**config.mk**
```make
export PLATFORM = sky130hd
export DESIGN_NAME = game_state_sequencer_flat
export DESIGN_NICKNAME = d
export VERILOG_FILES = /design/src/rtl/game_pkg.sv /design/src/rtl/game_state_sequencer_if.sv /design/src/rtl/frame_down_timer.sv /design/src/rtl/game_state_sequencer.sv /design/src/flat_wrapper.sv
export SDC_FILE = /design/constraint.sdc
export NUM_CORES = 1
export LEC_CHECK = 0
export CAP_MARGIN = 20
export CORE_ASPECT_RATIO = 1.1
export CORE_MARGIN = 2
export CORE_UTILIZATION = 50
export DETAILED_ROUTE_END_ITERATION = 16
export HOLD_SLACK_MARGIN = 0.03
export PLACE_DENSITY = 0.74
export RECOVER_POWER = 100
export SYNTH_ARGS = -nofsm -noshare
export SYNTH_HDL_FRONTEND = slang
export SYNTH_SLANG_ARGS = --single-unit
```
**constraint.sdc**
```tcl
create_clock -name clk -period 6.9 [get_ports clk]
set_input_delay 1.035 -clock clk [delete_from_list [all_inputs] [get_ports clk]]
set_output_delay 1.035 -clock clk [all_outputs]
set_load 0.01 [all_outputs]
```
**src/rtl/game_pkg.sv**
```systemverilog
`default_nettype none
// ============================================================================
//  Module      : game_pkg
//  Description : Shared game-state enum, gameplay constants and a popcount
//                helper for the game state sequencer.
//  Revision    : 1.0 - initial release
// ============================================================================
package game_pkg;

  typedef enum logic [2:0] {
    ST_IDLE        = 3'd0,
    ST_PLAYING     = 3'd1,
    ST_PLAYER_HIT  = 3'd2,
    ST_LEVEL_CLEAR = 3'd3,
    ST_GAME_OVER   = 3'd4
  } game_state_t;

  localparam int unsigned C_LIVES_INIT       = 3;
  localparam int unsigned C_POINTS_PER_ALIEN = 10;
  localparam int unsigned C_SCORE_W          = 14;
  localparam int unsigned C_HIT_FRAMES       = 60;
  localparam int unsigned C_CLEAR_FRAMES     = 90;
  localparam int unsigned C_GOD_FRAMES       = 300;
  localparam int unsigned C_TURBO_FRAMES     = 300;
  localparam int unsigned C_MAX_LEVEL        = 7;

  // Wide enough for the longest frame duration above
  localparam int unsigned C_TIMER_W          = 9;

  // Number of player rockets that hit an alien in one frame
  function automatic logic [1:0] popcount(input logic [1:0] v);
    return 2'(v[0]) + 2'(v[1]);
  endfunction

endpackage
`default_nettype wire

```
**src/rtl/game_state_sequencer_if.sv**
```systemverilog
`default_nettype none
// ============================================================================
//  Module      : game_state_sequencer_if
//  Description : Collision inputs and game-status outputs of the sequencer.
//                master = collision/control source, slave = sequencer.
//  Revision    : 1.0 - initial release
// ============================================================================
interface game_state_sequencer_if
  import game_pkg::*;
#(
  parameter int unsigned SCORE_W = C_SCORE_W
);
  // Collision detector / control side
  logic               startOfFrame;
  logic               startGame;
  logic               allAliensDead;
  logic [1:0]         alienHit;
  logic               playerHitByAlienPulse;
  logic [2:0]         playerHitByRocket;
  logic               PlayerHitBy_h_Rocket;
  logic               aliensReachedBorder;
  logic               TurboCollision;
  logic               GodModeCollision;

  // Game status side
  logic [2:0]         gameState;
  logic               runEnable;
  logic [2:0]         lives;
  logic [SCORE_W-1:0] score;
  logic [2:0]         level;
  logic               godModeActive;
  logic               turboActive;
  logic [1:0]         rocketKill;
  logic               playerExplode;

  modport master (
    output startOfFrame, startGame, allAliensDead, alienHit,
           playerHitByAlienPulse, playerHitByRocket, PlayerHitBy_h_Rocket,
           aliensReachedBorder, TurboCollision, GodModeCollision,
    input  gameState, runEnable, lives, score, level,
           godModeActive, turboActive, rocketKill, playerExplode
  );

  modport slave (
    input  startOfFrame, startGame, allAliensDead, alienHit,
           playerHitByAlienPulse, playerHitByRocket, PlayerHitBy_h_Rocket,
           aliensReachedBorder, TurboCollision, GodModeCollision,
    output gameState, runEnable, lives, score, level,
           godModeActive, turboActive, rocketKill, playerExplode
  );

endinterface
`default_nettype wire

```
**src/rtl/frame_down_timer.sv**
```systemverilog
`default_nettype none
// ============================================================================
//  Module      : frame_down_timer
//  Description : Loadable down-counter stepped once per frame. Stops at zero.
//                o_active = count nonzero, o_last = count is one (next
//                enabled tick reaches zero).
//  Revision    : 1.0 - initial release
// ============================================================================
module frame_down_timer #(
  parameter int unsigned W = 9
) (
  input  wire          clk,
  input  wire          resetN,
  input  wire          i_load,
  input  wire  [W-1:0] i_load_val,
  input  wire          i_tick,
  input  wire          i_en,
  output logic         o_active,
  output logic         o_last
);

  logic [W-1:0] r_count;

  // Load wins over counting; counting only on enabled ticks and never below 0
  always_ff @(posedge clk or negedge resetN) begin
    if (!resetN) begin
      r_count <= '0;
    end else if (i_load) begin
      r_count <= i_load_val;
    end else if (i_tick && i_en && (r_count != '0)) begin
      r_count <= r_count - W'(1);
    end
  end

  assign o_active = (r_count != '0);
  assign o_last   = (r_count == W'(1));

endmodule
`default_nettype wire

```
**src/rtl/game_state_sequencer.sv**
```systemverilog
`default_nettype none
// ============================================================================
//  Module      : game_state_sequencer
//  Description : Collects per-pixel collision flags over a frame and commits
//                them on startOfFrame: score, lives, level, power-up timers
//                and the top-level game state.
//  Revision    : 1.0 - initial release
// ============================================================================
module game_state_sequencer
  import game_pkg::*;
#(
  parameter int unsigned LIVES_INIT       = C_LIVES_INIT,
  parameter int unsigned POINTS_PER_ALIEN = C_POINTS_PER_ALIEN,
  parameter int unsigned SCORE_W          = C_SCORE_W,
  parameter int unsigned HIT_FRAMES       = C_HIT_FRAMES,
  parameter int unsigned CLEAR_FRAMES     = C_CLEAR_FRAMES,
  parameter int unsigned GOD_FRAMES       = C_GOD_FRAMES,
  parameter int unsigned TURBO_FRAMES     = C_TURBO_FRAMES,
  parameter int unsigned MAX_LEVEL        = C_MAX_LEVEL
) (
  input wire                   clk,
  input wire                   resetN,
  game_state_sequencer_if.slave gs
);

  // ---------------------------------------------------------------- state
  game_state_t          r_state, w_state_nxt;
  logic [2:0]           r_lives, w_lives_nxt;
  logic [SCORE_W-1:0]   r_score, w_score_nxt;
  logic [2:0]           r_level, w_level_nxt;
  logic [1:0]           r_kill,  w_kill_nxt;
  logic                 r_explode, w_explode_nxt;

  // Sticky per-frame collision flags
  logic [1:0]           r_hitR;
  logic                 r_plyHit, r_border, r_godPick, r_turboPick;

  // Flags including this clock's inputs, so a frame-boundary hit is kept
  logic [1:0]           w_hitR;
  logic                 w_plyHit, w_border, w_godPick, w_turboPick;
  logic                 w_commit, w_init;

  // Timer controls / status
  logic                 w_frame_load, w_god_load, w_turbo_load;
  logic [C_TIMER_W-1:0] w_frame_val, w_god_val, w_turbo_val;
  logic                 w_frame_active, w_frame_last;
  logic                 w_god_active, w_god_last;
  logic                 w_turbo_active, w_turbo_last;
  logic                 w_frame_done;
  logic                 w_unused_ok;

  logic [SCORE_W:0]     w_score_sum;
  logic [SCORE_W-1:0]   w_score_sat;

  assign w_hitR      = r_hitR | gs.alienHit;
  assign w_plyHit    = r_plyHit | gs.playerHitByAlienPulse
                     | (|gs.playerHitByRocket) | gs.PlayerHitBy_h_Rocket;
  assign w_border    = r_border    | gs.aliensReachedBorder;
  assign w_godPick   = r_godPick   | gs.GodModeCollision;
  assign w_turboPick = r_turboPick | gs.TurboCollision;

  assign w_commit    = gs.startOfFrame;
  assign w_init      = gs.startGame
                     && ((r_state == ST_IDLE) || (r_state == ST_GAME_OVER));

  // Carry out of the add marks overflow; adds never exceed 2^SCORE_W
  assign w_score_sum = {1'b0, r_score}
                     + (SCORE_W+1)'(POINTS_PER_ALIEN * popcount(w_hitR));
  assign w_score_sat = w_score_sum[SCORE_W] ? '1 : w_score_sum[SCORE_W-1:0];

  // Hold / pause period finishes on the commit that takes frameCnt to zero
  assign w_frame_done = w_frame_last || !w_frame_active;

  // Terminal-count flags of the power-up timers are not needed here
  assign w_unused_ok  = &{1'b0, w_god_last, w_turbo_last};

  // Accumulate collisions; a commit or game start consumes and clears them
  always_ff @(posedge clk or negedge resetN) begin
    if (!resetN) begin
      r_hitR      <= '0;
      r_plyHit    <= 1'b0;
      r_border    <= 1'b0;
      r_godPick   <= 1'b0;
      r_turboPick <= 1'b0;
    end else if (w_commit || w_init) begin
      r_hitR      <= '0;
      r_plyHit    <= 1'b0;
      r_border    <= 1'b0;
      r_godPick   <= 1'b0;
      r_turboPick <= 1'b0;
    end else begin
      r_hitR      <= w_hitR;
      r_plyHit    <= w_plyHit;
      r_border    <= w_border;
      r_godPick   <= w_godPick;
      r_turboPick <= w_turboPick;
    end
  end

  // Game state and status registers
  always_ff @(posedge clk or negedge resetN) begin
    if (!resetN) begin
      r_state   <= ST_IDLE;
      r_lives   <= '0;
      r_score   <= '0;
      r_level   <= 3'd1;
      r_kill    <= '0;
      r_explode <= 1'b0;
    end else begin
      r_state   <= w_state_nxt;
      r_lives   <= w_lives_nxt;
      r_score   <= w_score_nxt;
      r_level   <= w_level_nxt;
      r_kill    <= w_kill_nxt;
      r_explode <= w_explode_nxt;
    end
  end

  // Next-state, commit arithmetic and timer load decisions
  always_comb begin
    w_state_nxt   = r_state;
    w_lives_nxt   = r_lives;
    w_score_nxt   = r_score;
    w_level_nxt   = r_level;
    w_kill_nxt    = '0;
    w_explode_nxt = 1'b0;
    w_frame_load  = 1'b0;
    w_frame_val   = '0;
    w_god_load    = 1'b0;
    w_god_val     = '0;
    w_turbo_load  = 1'b0;
    w_turbo_val   = '0;

    case (r_state)
      ST_IDLE, ST_GAME_OVER: begin
        if (gs.startGame) begin
          w_state_nxt  = ST_PLAYING;
          w_lives_nxt  = 3'(LIVES_INIT);
          w_score_nxt  = '0;
          w_level_nxt  = 3'd1;
          w_frame_load = 1'b1;
          w_god_load   = 1'b1;
          w_turbo_load = 1'b1;
        end
      end

      ST_PLAYING: begin
        if (w_commit) begin
          w_score_nxt = w_score_sat;
          w_kill_nxt  = w_hitR;
          // Reload applies after this commit; protection uses the old timer
          if (w_godPick) begin
            w_god_load = 1'b1;
            w_god_val  = C_TIMER_W'(GOD_FRAMES);
          end
          if (w_turboPick) begin
            w_turbo_load = 1'b1;
            w_turbo_val  = C_TIMER_W'(TURBO_FRAMES);
          end
          if (w_border) begin
            w_state_nxt = ST_GAME_OVER;
          end else if (w_plyHit && !w_god_active) begin
            w_lives_nxt   = (r_lives != 3'd0) ? (r_lives - 3'd1) : 3'd0;
            w_explode_nxt = 1'b1;
            if (r_lives <= 3'd1) begin
              w_state_nxt = ST_GAME_OVER;
            end else begin
              w_state_nxt  = ST_PLAYER_HIT;
              w_frame_load = 1'b1;
              w_frame_val  = C_TIMER_W'(HIT_FRAMES);
            end
          end else if (gs.allAliensDead) begin
            w_state_nxt  = ST_LEVEL_CLEAR;
            w_frame_load = 1'b1;
            w_frame_val  = C_TIMER_W'(CLEAR_FRAMES);
          end
        end
      end

      ST_PLAYER_HIT: begin
        if (w_commit && w_frame_done) begin
          w_state_nxt = ST_PLAYING;
        end
      end

      ST_LEVEL_CLEAR: begin
        if (w_commit && w_frame_done) begin
          w_state_nxt = ST_PLAYING;
          w_level_nxt = (r_level >= 3'(MAX_LEVEL)) ? r_level : (r_level + 3'd1);
        end
      end

      default: begin
        w_state_nxt = ST_IDLE;
      end
    endcase
  end

  frame_down_timer #(.W(C_TIMER_W)) u_frame_cnt (
    .clk        (clk),
    .resetN     (resetN),
    .i_load     (w_frame_load),
    .i_load_val (w_frame_val),
    .i_tick     (w_commit),
    .i_en       ((r_state == ST_PLAYER_HIT) || (r_state == ST_LEVEL_CLEAR)),
    .o_active   (w_frame_active),
    .o_last     (w_frame_last)
  );

  frame_down_timer #(.W(C_TIMER_W)) u_god_timer (
    .clk        (clk),
    .resetN     (resetN),
    .i_load     (w_god_load),
    .i_load_val (w_god_val),
    .i_tick     (w_commit),
    .i_en       (r_state == ST_PLAYING),
    .o_active   (w_god_active),
    .o_last     (w_god_last)
  );

  frame_down_timer #(.W(C_TIMER_W)) u_turbo_timer (
    .clk        (clk),
    .resetN     (resetN),
    .i_load     (w_turbo_load),
    .i_load_val (w_turbo_val),
    .i_tick     (w_commit),
    .i_en       (r_state == ST_PLAYING),
    .o_active   (w_turbo_active),
    .o_last     (w_turbo_last)
  );

  assign gs.gameState     = r_state;
  assign gs.runEnable     = (r_state == ST_PLAYING);
  assign gs.lives         = r_lives;
  assign gs.score         = r_score;
  assign gs.level         = r_level;
  assign gs.godModeActive = w_god_active;
  assign gs.turboActive   = w_turbo_active;
  assign gs.rocketKill    = r_kill;
  assign gs.playerExplode = r_explode;

endmodule
`default_nettype wire

```
**src/flat_wrapper.sv**
```systemverilog
// flat-port wrapper written by rule: the top's interface ports become plain ports
module game_state_sequencer_flat import game_pkg::*;
#(
  parameter int unsigned LIVES_INIT       = C_LIVES_INIT,
  parameter int unsigned POINTS_PER_ALIEN = C_POINTS_PER_ALIEN,
  parameter int unsigned SCORE_W          = C_SCORE_W,
  parameter int unsigned HIT_FRAMES       = C_HIT_FRAMES,
  parameter int unsigned CLEAR_FRAMES     = C_CLEAR_FRAMES,
  parameter int unsigned GOD_FRAMES       = C_GOD_FRAMES,
  parameter int unsigned TURBO_FRAMES     = C_TURBO_FRAMES,
  parameter int unsigned MAX_LEVEL        = C_MAX_LEVEL
)
  (clk, resetN, gs_startOfFrame, gs_startGame, gs_allAliensDead, gs_alienHit, gs_playerHitByAlienPulse, gs_playerHitByRocket, gs_PlayerHitBy_h_Rocket, gs_aliensReachedBorder, gs_TurboCollision, gs_GodModeCollision, gs_gameState, gs_runEnable, gs_lives, gs_score, gs_level, gs_godModeActive, gs_turboActive, gs_rocketKill, gs_playerExplode);
  game_state_sequencer_if #(.SCORE_W(SCORE_W)) gs_i ();
  input wire clk;
  input wire resetN;
  input wire logic [$bits(gs_i.startOfFrame)-1:0] gs_startOfFrame;
  input wire logic [$bits(gs_i.startGame)-1:0] gs_startGame;
  input wire logic [$bits(gs_i.allAliensDead)-1:0] gs_allAliensDead;
  input wire logic [$bits(gs_i.alienHit)-1:0] gs_alienHit;
  input wire logic [$bits(gs_i.playerHitByAlienPulse)-1:0] gs_playerHitByAlienPulse;
  input wire logic [$bits(gs_i.playerHitByRocket)-1:0] gs_playerHitByRocket;
  input wire logic [$bits(gs_i.PlayerHitBy_h_Rocket)-1:0] gs_PlayerHitBy_h_Rocket;
  input wire logic [$bits(gs_i.aliensReachedBorder)-1:0] gs_aliensReachedBorder;
  input wire logic [$bits(gs_i.TurboCollision)-1:0] gs_TurboCollision;
  input wire logic [$bits(gs_i.GodModeCollision)-1:0] gs_GodModeCollision;
  output wire logic [$bits(gs_i.gameState)-1:0] gs_gameState;
  output wire logic [$bits(gs_i.runEnable)-1:0] gs_runEnable;
  output wire logic [$bits(gs_i.lives)-1:0] gs_lives;
  output wire logic [$bits(gs_i.score)-1:0] gs_score;
  output wire logic [$bits(gs_i.level)-1:0] gs_level;
  output wire logic [$bits(gs_i.godModeActive)-1:0] gs_godModeActive;
  output wire logic [$bits(gs_i.turboActive)-1:0] gs_turboActive;
  output wire logic [$bits(gs_i.rocketKill)-1:0] gs_rocketKill;
  output wire logic [$bits(gs_i.playerExplode)-1:0] gs_playerExplode;
  assign gs_i.startOfFrame = gs_startOfFrame;
  assign gs_i.startGame = gs_startGame;
  assign gs_i.allAliensDead = gs_allAliensDead;
  assign gs_i.alienHit = gs_alienHit;
  assign gs_i.playerHitByAlienPulse = gs_playerHitByAlienPulse;
  assign gs_i.playerHitByRocket = gs_playerHitByRocket;
  assign gs_i.PlayerHitBy_h_Rocket = gs_PlayerHitBy_h_Rocket;
  assign gs_i.aliensReachedBorder = gs_aliensReachedBorder;
  assign gs_i.TurboCollision = gs_TurboCollision;
  assign gs_i.GodModeCollision = gs_GodModeCollision;
  assign gs_gameState = gs_i.gameState;
  assign gs_runEnable = gs_i.runEnable;
  assign gs_lives = gs_i.lives;
  assign gs_score = gs_i.score;
  assign gs_level = gs_i.level;
  assign gs_godModeActive = gs_i.godModeActive;
  assign gs_turboActive = gs_i.turboActive;
  assign gs_rocketKill = gs_i.rocketKill;
  assign gs_playerExplode = gs_i.playerExplode;
  game_state_sequencer #(.LIVES_INIT(LIVES_INIT), .POINTS_PER_ALIEN(POINTS_PER_ALIEN), .SCORE_W(SCORE_W), .HIT_FRAMES(HIT_FRAMES), .CLEAR_FRAMES(CLEAR_FRAMES), .GOD_FRAMES(GOD_FRAMES), .TURBO_FRAMES(TURBO_FRAMES), .MAX_LEVEL(MAX_LEVEL)) u_core (.clk(clk), .resetN(resetN), .gs(gs_i));
endmodule
```
==> run summary <==
slowest CP cell: dlygate4sd3_1
Mapped Area: 3310 sq um
post-cts hold buffer count: 0
met3 WL: 289 microns
most frequent cells in the layout: dfrtp_1 (58), nor2_1 (44), nand2_1 (35), dlygate4sd3_1 (32), o21ai_0 (23)
initial antenna violation count: 0
Max Root-Sink Buffers: 2
Synth Register Bits: 59
failing checks: capacitance limit, slew limit
vias in the first global route: 2781
wire length on met1: 3.52 mm
share of cells above drive strength 1: 0.0670
global-route wire length before repair: 13.2 mm
clock-pin slew on the worst setup and hold paths: 0.07 ns
post-CTS setup repair buffer count: 0
DR vias: 2788
Skew-Pair Late Insertion Delay: 0.35 ns
Final Max Tran Viols: 60
Die H: 89.3 microns
largest stage delay on the critical path: 0.67 ns
Syn-to-layout area delta: 19.7%
yosys warns: 0
number of enable flip-flop cells after synthesis: 0
DR pass1 iterations: 4
power per cell area: 386 nW/um^2
number of core rows: 31
final setup fails: 0
reg-to-reg endpoint: u_core.u_god_timer.r_count[8]$_DFFE_PN0P_
asr flop ratio synth: 1.00
Die X: 81.6 microns
Final Critical Period: 3.63 ns
gr ovfl total: 0
DR vias/cell: 5.75
Total Die Area: 7290 sq um
worst path cell trace: dlygate4sd3_1 > and4bb_1 > o21ai_0 > nor4b_1 > nor2b_1 > xnor2_1 > o21ai_0
crit path to: u_core.u_god_timer.r_count[8]$_DFFE_PN0P_
mean post-synth cell area: 9.38 sq um
worst slew pin tran: 3.09 ns
setup repair after global routing missed its margin: false
Crit Path Max Fanout: 15
critical path depth in cells: 7
f_max: 275 MHz
worst clock skew: 0.0124 ns
initial core utilization: 0.511
CTS tree: built
Detailed Place HPWL: 5.38 mm
post-layout instance area: 3960 sq um
PortBufs: 43
Top delay family on crit path: simple AND/OR/NAND/NOR gates
final WL: 7.74 mm
HP Class: register to register
DR WL met2: 3.79 mm
Leakage Power: 1.76 nW
Rel. slew slack: -1.06
Post-Syn Nets: 380
gr usage total: 0.239
clk root buf: clkbuf_8
Setup crit start: gs_startOfFrame
CP Capture Type: register
max layer used: met4
final core occ: 0.611
Fillers: 553
crit share post-route: 0.527
Setup CP Type: input pin to register
sequential fraction of the synthesis area: 0.447
Main synth FF type: dfrtp_1
Critical Path Most Common Cell: o21ai_0
WL per Instance: 16.0 microns
largest net degree at the start of global routing: 60
Final Net Count: 425
most common cell after layout, fill and taps aside: dfrtp_1
setup TNS: 0 ns
reg2reg start: u_core.gs.gameState[1]$_DFFE_PN0P_
sum of buffers and inverters on the critical path: 1
clock sink count: 59
hold slack: 0.495 ns
Synth Instances: 353
worst reg2reg setup slack: 4.05 ns
final hold vios: 0
post-route ant nets: 0
status: finished with violations
Initial DRC Count: 190
placer congestion estimate: 0.819
DRC: 0
CTS Buf Count: 9
post-cts sizing count: 0
core area: 6480 sq um
Critical Path RT: 7.08 ns
DP Area: 3800 sq um
io pins: 44
H-tree lvl count: 3
Worst IR Drop VDD: 0.000189 V
Startpoint Class: input pin
Synth cell types: 63
Worst EP arrival: 3.82 ns
FF-to-FF path depth: 6
maxcap violations: 1
ANT cells: 0
## worst min-delay path by stage
stage,start,endpoint,slack (ns),cells past startpoint
6_report,u_core.r_turboPick$_DFF_PN0_,u_core.r_turboPick$_DFF_PN0_,0.50,2
3_5_place_dp,u_core.r_turboPick$_DFF_PN0_,u_core.r_turboPick$_DFF_PN0_,0.48,2
5_1_grt,u_core.r_turboPick$_DFF_PN0_,u_core.r_turboPick$_DFF_PN0_,0.53,2
4_1_cts,u_core.r_turboPick$_DFF_PN0_,u_core.r_turboPick$_DFF_PN0_,0.50,2
3_3_place_gp,u_core.r_godPick$_DFF_PN0_,u_core.r_godPick$_DFF_PN0_,0.47,2
2_1_floorplan,u_core.r_godPick$_DFF_PN0_,u_core.r_godPick$_DFF_PN0_,0.45,2
## metal layers
metal,global-route usage,up-vias
li1,-,1360
met1,0.308,1369
met2,0.384,50
met3,0.0626,9
met4,0.0955,0
met5,0,-
## power breakdown
group,switching (mW),internal [mW]
Combinational,0.369,0.279
Sequential,0.112,0.448
Clock,0.147,0.175
## worst reg2reg max path, delay by kind of cell (launching register included)
kind             cells  cell delay (ns)
flip-flops           1             0.49
XOR/XNOR             1             0.13
AND/OR/NAND/NOR      3             1.62
AO/OA/AOI/OAI        2             0.44
## stage by stage
step / worst slack (ns) / total power, mW / instances
final: 3.27 / 1.53 / 485
after global routing: 2.62 / 1.65 / 485
after CTS: 3.55 / 1.56 / 485
after detailed placement: 3.21 / 1.24 / 469
after global placement: 3.27 / 1.22 / 469
after floorplan: 3.98 / 1.03 / 353
## layout make-up
| class | count | area, sq um | share of cell area |
|---|---|---|---|
| clock buffers | 11 | 141 | 0.0357 |
| clock inverters | 5 | 52.6 | 0.0133 |
| inverters | 14 | 52.6 | 0.0133 |
| multi-input cells | 270 | 1700 | 0.430 |
| flip-flops and latches | 59 | 1480 | 0.373 |
| well taps | 82 | 103 | 0.0259 |
| repair buffers | 44 | 429 | 0.108 |
## Yosys cell counts, types with 4 or more instances
master	count	area (sq um)
a211oi_1	4	30.0
a21oi_1	12	60.1
a22oi_1	6	45.0
and3_1	4	25.0
clkbuf_1	7	26.3
dfrtp_1	58	1450
ha_1	12	150
inv_1	14	52.6
nand2_1	35	131
nand2b_1	5	31.3
nand3_1	19	95.1
nor2_1	44	165
nor2b_1	5	31.3
nor3_1	13	65.1
nor4_1	5	31.3
o211ai_1	6	45.0
o21ai_0	19	95.1
o21ai_1	4	20.0
xnor2_1	12	105
xor2_1	8	70.1
## registers in the layout, summed over array words and instances (netlist names)
| signal | cells |
|---|---|
| u_core.gs.lives | 3 |
| u_core.r_plyHit | 1 |
| u_core.r_godPick | 1 |
| u_core.gs.level | 3 |
| u_core.u_turbo_timer.r_count | 9 |
| u_core.r_turboPick | 1 |
| u_core.gs.score | 14 |
| u_core.gs.rocketKill | 2 |
| u_core.u_god_timer.r_count | 9 |
| u_core.r_border | 1 |
| u_core.u_frame_cnt.r_count | 9 |
| u_core.gs.playerExplode | 1 |
| u_core.gs.gameState | 3 |
| u_core.r_hitR | 2 |
## cell families (layout without fill, tap and decap cells)
family                     Yosys count  count (layout)  synth area share
xor gates and xnor gates            20              20            0.0529
buffers and inverters               24              74            0.0302
DFF                                 59              59             0.447
adders and majority gates           12              12            0.0454
AOI/OAI and AO/OA                   77              77             0.166
and+or+nand+nor                    159             159             0.253
muxes                                2               2           0.00643
(Power assumes the default switching activity.)
